File: src/rtl/ser_pkg.sv
// Shared serial-link definitions used by the siso/piso/sipo blocks and benches.
package ser_pkg;

    // Default parallel word width for the serial link family.
    localparam int unsigned WIDTH_DEF = 4;

    // Output holding register occupancy.
    typedef enum logic {
        EMPTY = 1'b0,
        FULL  = 1'b1
    } out_state_t;

endpackage

File: src/rtl/sipo_deframer_if.sv
// Serial-in / parallel-out handshake bundle for sipo_deframer.
interface sipo_deframer_if #(
    parameter int unsigned WIDTH = ser_pkg::WIDTH_DEF
);
    logic             s_in;
    logic             s_valid;
    logic             s_clr;
    logic [WIDTH-1:0] p_out;
    logic             p_valid;
    logic             p_ready;
    logic             overrun;

    // Producer of serial bits and consumer of parallel words.
    modport master (
        output s_in, s_valid, s_clr, p_ready,
        input  p_out, p_valid, overrun
    );

    // The deframer itself.
    modport slave (
        input  s_in, s_valid, s_clr, p_ready,
        output p_out, p_valid, overrun
    );
endinterface

File: src/rtl/sipo_shifter.sv
// Bit counter plus assembly register: collects WIDTH serial bits, LSB first.
// word/word_done are combinational so the top can capture the finished word
// on the same edge that samples its last bit.
module sipo_shifter
    import ser_pkg::*;
#(
    parameter int unsigned WIDTH = WIDTH_DEF
) (
    input  logic             clk,
    input  logic             rst,
    input  logic             s_in,
    input  logic             s_valid,
    input  logic             s_clr,
    output logic [WIDTH-1:0] word,
    output logic             word_done
);
    localparam int unsigned CNT_W = $clog2(WIDTH);

    logic [CNT_W-1:0] bit_cnt_q, bit_cnt_d;
    logic [WIDTH-1:0] asm_q, asm_d;

    // Next-state: realign has priority, otherwise place the bit and advance.
    always_comb begin
        bit_cnt_d = bit_cnt_q;
        asm_d     = asm_q;
        word_done = 1'b0;
        if (s_clr) begin
            bit_cnt_d = '0;
            asm_d     = '0;
        end else if (s_valid) begin
            asm_d[bit_cnt_q] = s_in;
            if (bit_cnt_q == CNT_W'(WIDTH - 1)) begin
                bit_cnt_d = '0;
                word_done = 1'b1;
            end else begin
                bit_cnt_d = bit_cnt_q + 1'b1;
            end
        end
    end

    // Word including the bit being accepted this edge.
    assign word = asm_d;

    // Counter and assembly register.
    always_ff @(posedge clk or negedge rst) begin
        if (!rst) begin
            bit_cnt_q <= '0;
            asm_q     <= '0;
        end else begin
            bit_cnt_q <= bit_cnt_d;
            asm_q     <= asm_d;
        end
    end
endmodule

File: src/rtl/sipo_deframer.sv
// Serial-to-parallel deframer: assembles words from a qualified bit stream and
// offers them through a one-word holding register with a sticky overrun flag.
module sipo_deframer
    import ser_pkg::*;
#(
    parameter int unsigned WIDTH = WIDTH_DEF
) (
    input  logic            clk,
    input  logic            rst,
    sipo_deframer_if.slave  bus
);
    out_state_t       state_q, state_d;
    logic [WIDTH-1:0] p_out_q, p_out_d;
    logic             overrun_q, overrun_d;
    logic [WIDTH-1:0] word;
    logic             word_done;
    logic             handshake;

    sipo_shifter #(.WIDTH(WIDTH)) u_shifter (
        .clk       (clk),
        .rst       (rst),
        .s_in      (bus.s_in),
        .s_valid   (bus.s_valid),
        .s_clr     (bus.s_clr),
        .word      (word),
        .word_done (word_done)
    );

    assign handshake = (state_q == FULL) && bus.p_ready;

    // Output FSM: load on completion, drain on handshake, drop and flag when full.
    always_comb begin
        state_d   = state_q;
        p_out_d   = p_out_q;
        overrun_d = overrun_q;
        case (state_q)
            EMPTY: begin
                if (word_done) begin
                    state_d = FULL;
                    p_out_d = word;
                end
            end
            FULL: begin
                if (word_done) begin
                    if (handshake) p_out_d   = word;
                    else           overrun_d = 1'b1;
                end else if (handshake) begin
                    state_d = EMPTY;
                end
            end
            default: state_d = EMPTY;
        endcase
        if (bus.s_clr) overrun_d = 1'b0;
    end

    // Holding register, FSM state and overrun flag.
    always_ff @(posedge clk or negedge rst) begin
        if (!rst) begin
            state_q   <= EMPTY;
            p_out_q   <= '0;
            overrun_q <= 1'b0;
        end else begin
            state_q   <= state_d;
            p_out_q   <= p_out_d;
            overrun_q <= overrun_d;
        end
    end

    assign bus.p_out   = p_out_q;
    assign bus.p_valid = (state_q == FULL);
    assign bus.overrun = overrun_q;
endmodule

File: src/flat_wrapper.sv
// flat-port wrapper written by rule: the top's interface ports become plain ports
module sipo_deframer_flat import ser_pkg::*;
#(
    parameter int unsigned WIDTH = WIDTH_DEF
)
  (clk, rst, bus_s_in, bus_s_valid, bus_s_clr, bus_p_ready, bus_p_out, bus_p_valid, bus_overrun);
  sipo_deframer_if #(.WIDTH(WIDTH)) bus_i ();
  input  logic clk;
  input  logic rst;
  input wire logic [$bits(bus_i.s_in)-1:0] bus_s_in;
  input wire logic [$bits(bus_i.s_valid)-1:0] bus_s_valid;
  input wire logic [$bits(bus_i.s_clr)-1:0] bus_s_clr;
  input wire logic [$bits(bus_i.p_ready)-1:0] bus_p_ready;
  output wire logic [$bits(bus_i.p_out)-1:0] bus_p_out;
  output wire logic [$bits(bus_i.p_valid)-1:0] bus_p_valid;
  output wire logic [$bits(bus_i.overrun)-1:0] bus_overrun;
  assign bus_i.s_in = bus_s_in;
  assign bus_i.s_valid = bus_s_valid;
  assign bus_i.s_clr = bus_s_clr;
  assign bus_i.p_ready = bus_p_ready;
  assign bus_p_out = bus_i.p_out;
  assign bus_p_valid = bus_i.p_valid;
  assign bus_overrun = bus_i.overrun;
  sipo_deframer #(.WIDTH(WIDTH)) u_core (.clk(clk), .rst(rst), .bus(bus_i));
endmodule
File: config.mk
export PLATFORM = sky130hd
export DESIGN_NAME = sipo_deframer_flat
export DESIGN_NICKNAME = d
export VERILOG_FILES = /design/src/rtl/ser_pkg.sv /design/src/rtl/sipo_deframer_if.sv /design/src/rtl/sipo_shifter.sv /design/src/rtl/sipo_deframer.sv /design/src/flat_wrapper.sv
export SDC_FILE = /design/constraint.sdc
export NUM_CORES = 1
export LEC_CHECK = 0
export CAP_MARGIN = 10
export CORE_UTILIZATION = 42
export DETAILED_ROUTE_END_ITERATION = 10
export PLACE_DENSITY = 0.74
export REMOVE_ABC_BUFFERS = 1
export SYNTH_ARGS = -nofsm -noshare
export SYNTH_HDL_FRONTEND = slang
export SYNTH_SLANG_ARGS = --single-unit
File: constraint.sdc
create_clock -name clk -period 1.38 [get_ports clk]
set_input_delay 0.276 -clock clk [delete_from_list [all_inputs] [get_ports clk]]
set_output_delay 0.276 -clock clk [all_outputs]
set_load 0.01 [all_outputs]
Word level (Yosys, flattened, before mapping). Index checks and enable logic that the tools add are counted.

Output and inout bits: 6. Bits in registers: 12.

Bitwise gates (word level): 1. Multiplexer cells: 23. Equality and inequality tests: 5. $add $sub $neg: 1. Reduce and logical (&&, ||, !) cells: 7. Order comparisons: 2.

Operators by type and width (number): 2-to-1 mux 4 bit (5); 2-to-1 mux 1 bit (11); != test 2 bit, second input constant (4); case mux 4 bit (2 select lines) (1); 2-to-1 mux 2 bit (3); AND reduction 3 bit (2); nonzero test 2 bit (3); bitwise mux 4 bit (1); < comparator 2 x 3 -> 1 bit, second input constant (1); adder 2 x 1 -> 2 bit, second input constant (1); demux 1 bit (select 2 bit) (1); == test 2 bit, second input constant (1); greater-or-equal comparator 2 x 1 -> 1 bit, second input constant (1); logical AND 1 bit (2); case mux 1 bit (2 select lines) (1); inverter 1 bit (1).

Longest topological paths before layout.
Depth after elaboration: 10. Mapped depth: 5. Gate-level depth less buffers: 5.

Cells and area by module. A second synthesis with hierarchy kept.

Cell total of the unflattened synthesis: 48. Area, all modules: 601.8 µm².

Modules (own cells, without submodules): sipo_shifter (cells each 32, times used 1, area each 345.3 µm²); sipo_deframer (cells each 16, times used 1, area each 256.5 µm²).

Worst setup path before layout. OpenSTA, ideal clock, no wires.

Path kind: flip-flop to flip-flop. Start point: reg u_core.u_shifter.bit_cnt_q[0]. End point: reg u_core.p_out_q[3], in the netlist u_core.bus.p_out[3]. Path buffers: 0. Slack: 0.043 ns. Clock period less this slack: 1.337 ns. Cell stages (with the launch flop): 5. Data arrival time: 1.211 ns. Cells stage by stage: dfrtp_1 > ha_1 > nand2_4 > nor3_4 > mux2_4.

Word-level cells in the longest chain between the ends: 10. Elaborated cells on any way between the ends: 19. Classes of those cells: order compare (2); eq/ne (3); mux (12); reduce/logical (2).

Ends and longest elaborated chain: start, declared (line sipo_shifter.sv:19) `logic [CNT_W-1:0] bit_cnt_q, bit_cnt_d;`; start signal, assigned (line sipo_shifter.sv:50) `bit_cnt_q <= bit_cnt_d;`; < comparator 2 x 3 -> 1 bit (implied by the code) or greater-or-equal comparator 2 x 1 -> 1 bit (tied branches) (line sipo_shifter.sv:31) `asm_d[bit_cnt_q] = s_in;`; logical AND 1 bit (implied by the code) (line sipo_shifter.sv:31); 2-to-1 mux 1 bit (implied by the code) (line sipo_shifter.sv:31); demux 1 bit (select 2 bit) (line sipo_shifter.sv:31); bitwise mux 4 bit (line sipo_shifter.sv:31); 2-to-1 mux 4 bit (line sipo_shifter.sv:30) `end else if (s_valid) begin`; 2-to-1 mux 4 bit (line sipo_shifter.sv:27) `if (s_clr) begin`; 2-to-1 mux 4 bit (line sipo_deframer.sv:45) `if (handshake) p_out_d = word;`; 2-to-1 mux 4 bit (line sipo_deframer.sv:44) `if (word_done) begin`; case mux 4 bit (2 select lines) (line sipo_deframer.sv:36) `case (state_q)`; end signal, assigned (line sipo_deframer.sv:64) `p_out_q <= p_out_d;`; end, declared (line sipo_deframer.sv:13) `logic [WIDTH-1:0] p_out_q, p_out_d;`.

Several ways; a longest one is shown, not always the timed one. The select of a mux whose other input is x is not followed. A chain may end at the register's enable or synchronous reset.

Worst setup path in the final report.
Start point: reg u_core.u_shifter.bit_cnt_q[1]. End point: reg u_core.p_out_q[3], in the netlist u_core.bus.p_out[3].

The elaborated chain is that of the path after synthesis.

==> reports/qor.yml <==
clock_network:
  cts.clk_slew.worst_paths_ns: 0.08
  cts_max_level: 1
  cts-root-buf: "clkbuf_4"
  insertion_delay_ns: 0.27
  clkSinkCount: 11
  tritoncts: "built"
  cts_inserted_buffers: 3
  clockBufferDepth: 2
finish:
  final_area_um2: 743
  insertedDiodeCount: 0
  nNetsFinal: 79
  post-route-util: 0.635
  area_delta_synth_final_pct: 33.5
  layout-drive-gt1-share: 0.235
worst_setup_path:
  worstPathRequired_ns: 1.54
  regToRegSetupSlack_ns: 0.11
  ff2ff_path_depth: 4
  cp_max_fo: 4
  crit_start: "u_core.u_shifter.bit_cnt_q[1]"
  reg2reg_from: "u_core.u_shifter.bit_cnt_q[1]"
  critPathArrivalTime_ns: 1.43
  r2r_end: "u_core.bus.p_out[3]"
  crit_path_start_kind: "register"
  crit_type: "register to register"
  crit_end: "u_core.bus.p_out[3]"
  crit_path_end_kind: "register"
global_route:
  grt_max_degree: 12
  grt_use_met2: 0.254
  grt_pass1_wl_mm: 1.55
  grtUsageMet3: 0.0523
  grt_busiest_layer: "met2"
  antenna_found_initial: 0
  grt_use_met1: 0.210
  gr-usage-all-layers: 0.165
  grt_pass1_vias: 353
  gr-total-overflow: 0
floorplanning:
  fp-row-count: 12
  die_area_um2: 1480
  die_h_um: 38.4
  core_um2: 1170
  initial_core_util: 0.475
  die_x_um: 38.4
  io_pins: 12
synth:
  ys_seq_area_frac: 0.494
  yosysTopAreaCell: "dfrtp_1"
  ys_ff_latch: 11
  synthCells: 47
  syn_area_um2: 557
  yosysTopAreaCellShare: 0.494
  ys_warn_count: 0
  synth_cell_types: 15
  avgSynthCellArea_um2: 11.8
  synth.area.top_cells: "dfrtp_1 49%, mux2i_1 13%, ha_1 9.0%"
sta:
  finalSetupViolCount: 0
  fin_crit_sh: 0.920
  maxSlewViolCount: 0
  fin_crit_ns: 1.27
  rsz0062_at_grt: "no"
  skew_ns: 0.00721
  tightest_slew_ns: 0.178
  relSlewSlack: 0.878
  fmax_mhz: 787
  finalHoldViolations: 0
power_and_ir_drop:
  ir_worst_vdd_mv: 0.633
  power.leakage_nw: 0.387
  netSwitchingFraction: 0.270
  switchingPower_w: 0.000203
  p_per_area_nw_per_um2: 1010
  power_frac_comb: 0.204
  p_clk_frac: 0.300
  internal-power_w: 0.000550
  p_seq_frac: 0.496
min_path:
  hold_class: "input port to async pin"
place:
  gp_congestion: 0.734
  place.port_buffers: 11
  place_area_um2: 707
  dp_hpwl_um: 684
status:
  outcome: "finished clean"
route:
  drc_errors: 0
  routedWlPerCell_um: 11.9
  wl_um: 978
  drt.antenna.violating_nets: 0
  firstDrtPassIters: 4
  first_iter_violations: 6
  vias: 382
  viasPerCell: 4.66
flow_run:
  maxCapViolations: 0
-- state kept, by name, indices dropped and copies added (netlist names) --
name / cells
u_core.bus.p_out: 4
u_core.u_shifter.asm_q: 3
u_core.u_shifter.bit_cnt_q: 2
u_core.bus.overrun: 1
u_core.bus.p_valid: 1
-- layout by cell type (no fill, tap or decap) --
cell | netlist | final
buf_4 | 0 | 8
nor2b_4 | 1 | 1
a31oi_1 | 1 | 1
inv_1 | 6 | 6
mux2_4 | 1 | 1
mux2i_1 | 7 | 7
nor3_4 | 1 | 1
o21bai_1 | 1 | 1
a21oi_1 | 1 | 1
clkbuf_1 | 0 | 1
ha_2 | 0 | 1
dlygate4sd2_1 | 0 | 6
dfrtp_1 | 11 | 11
nor3b_1 | 1 | 1
clkbuf_4 | 0 | 3
nand2_4 | 1 | 1
nor2_1 | 6 | 6
clkdlybuf4s50_1 | 0 | 5
nand2_1 | 3 | 3
ha_1 | 4 | 3
-- cell families after synthesis --
family / Yosys count / share of synthesized area
flip-flops: 11 / 0.494
multiplexers: 8 / 0.153
AND/OR/NAND/NOR: 13 / 0.148
buffers and inverters: 8 / 0.0809
AO/OA/AOI/OAI: 3 / 0.0337
adder cells (fa/ha/maj): 4 / 0.0899
-- per-layer routing --
layer / vias up / share of wire
li1: 193 / -
met5: - / 0
met1: 178 / 0.46
met2: 9 / 0.47
met3: 2 / 0.059
met4: 0 / 0.0092
-- worst min path at each step --
stage	endpoint	slack, ns	cells past startpoint
3_5_place_dp	u_core.bus.overrun	0.49	2
4_1_cts	u_core.bus.p_valid	0.30	2
6_report	u_core.bus.p_valid	0.29	2
2_1_floorplan	u_core.bus.overrun	-0.02	0
3_3_place_gp	u_core.bus.overrun	0.48	2
5_1_grt	u_core.bus.p_valid	0.31	2
-- synthesized netlist by cell type (all sizes together) --
| cell | count |
|---|---|
| nand2 | 4 |
| a21oi | 1 |
| a31oi | 1 |
| nor3b | 1 |
| o21bai | 1 |
| nor2b | 1 |
| nor2 | 6 |
| nor3 | 1 |
| mux2 | 1 |
| buf | 2 |
| inv | 6 |
| ha | 4 |
| mux2i | 7 |
| dfrtp | 11 |
-- power by group through the flow --
stage	sequential, W	combinational [W]	clock (W)
CTS	0.000375	0.000150	0.000226
finish	0.000374	0.000154	0.000226
floorplan	0.000393	0.0000533	0
detailed placement	0.000382	0.000166	0
global placement	0.000381	0.000165	0
global route	0.000378	0.000171	0.000244
-- final cells by class --
type,count,area [µm²]
clock buffer,4,26.3
fill,94,428
inverter,6,22.5
multi-input combinational,28,239
sequential,11,275
tap,14,17.5
timing repair buffer,19,163
-- worst max-delay path, stage by stage, from the launching register on --
cell and delay [ns]:
dfrtp_1 0.41, ha_2 0.24, nand2_4 0.07, nor3_4 0.14
mux2_4 0.31
-- metrics by stage --
step,hold WS [ns],worst slack (ns),instances,TNS (ns),total power [W]
2_1_floorplan,-0.0196,0.0434,45,0,0.000446
3_3_place_gp,0.479,-0.0776,76,-0.388,0.000546
3_5_place_dp,0.492,-0.0795,76,-0.358,0.000548
4_1_cts,0.296,0.0616,80,0,0.000751
5_1_grt,0.306,0.00905,82,0,0.000793
6_report,0.289,0.110,82,0,0.000753
-- what timing repair did --
item,in CTS,in global routing
setup endpoints to repair,6,4
setup buffers,0,2
hold buffers,0,0
resized for setup,6,1
No activity file was read; power rests on OpenSTA's default activity.
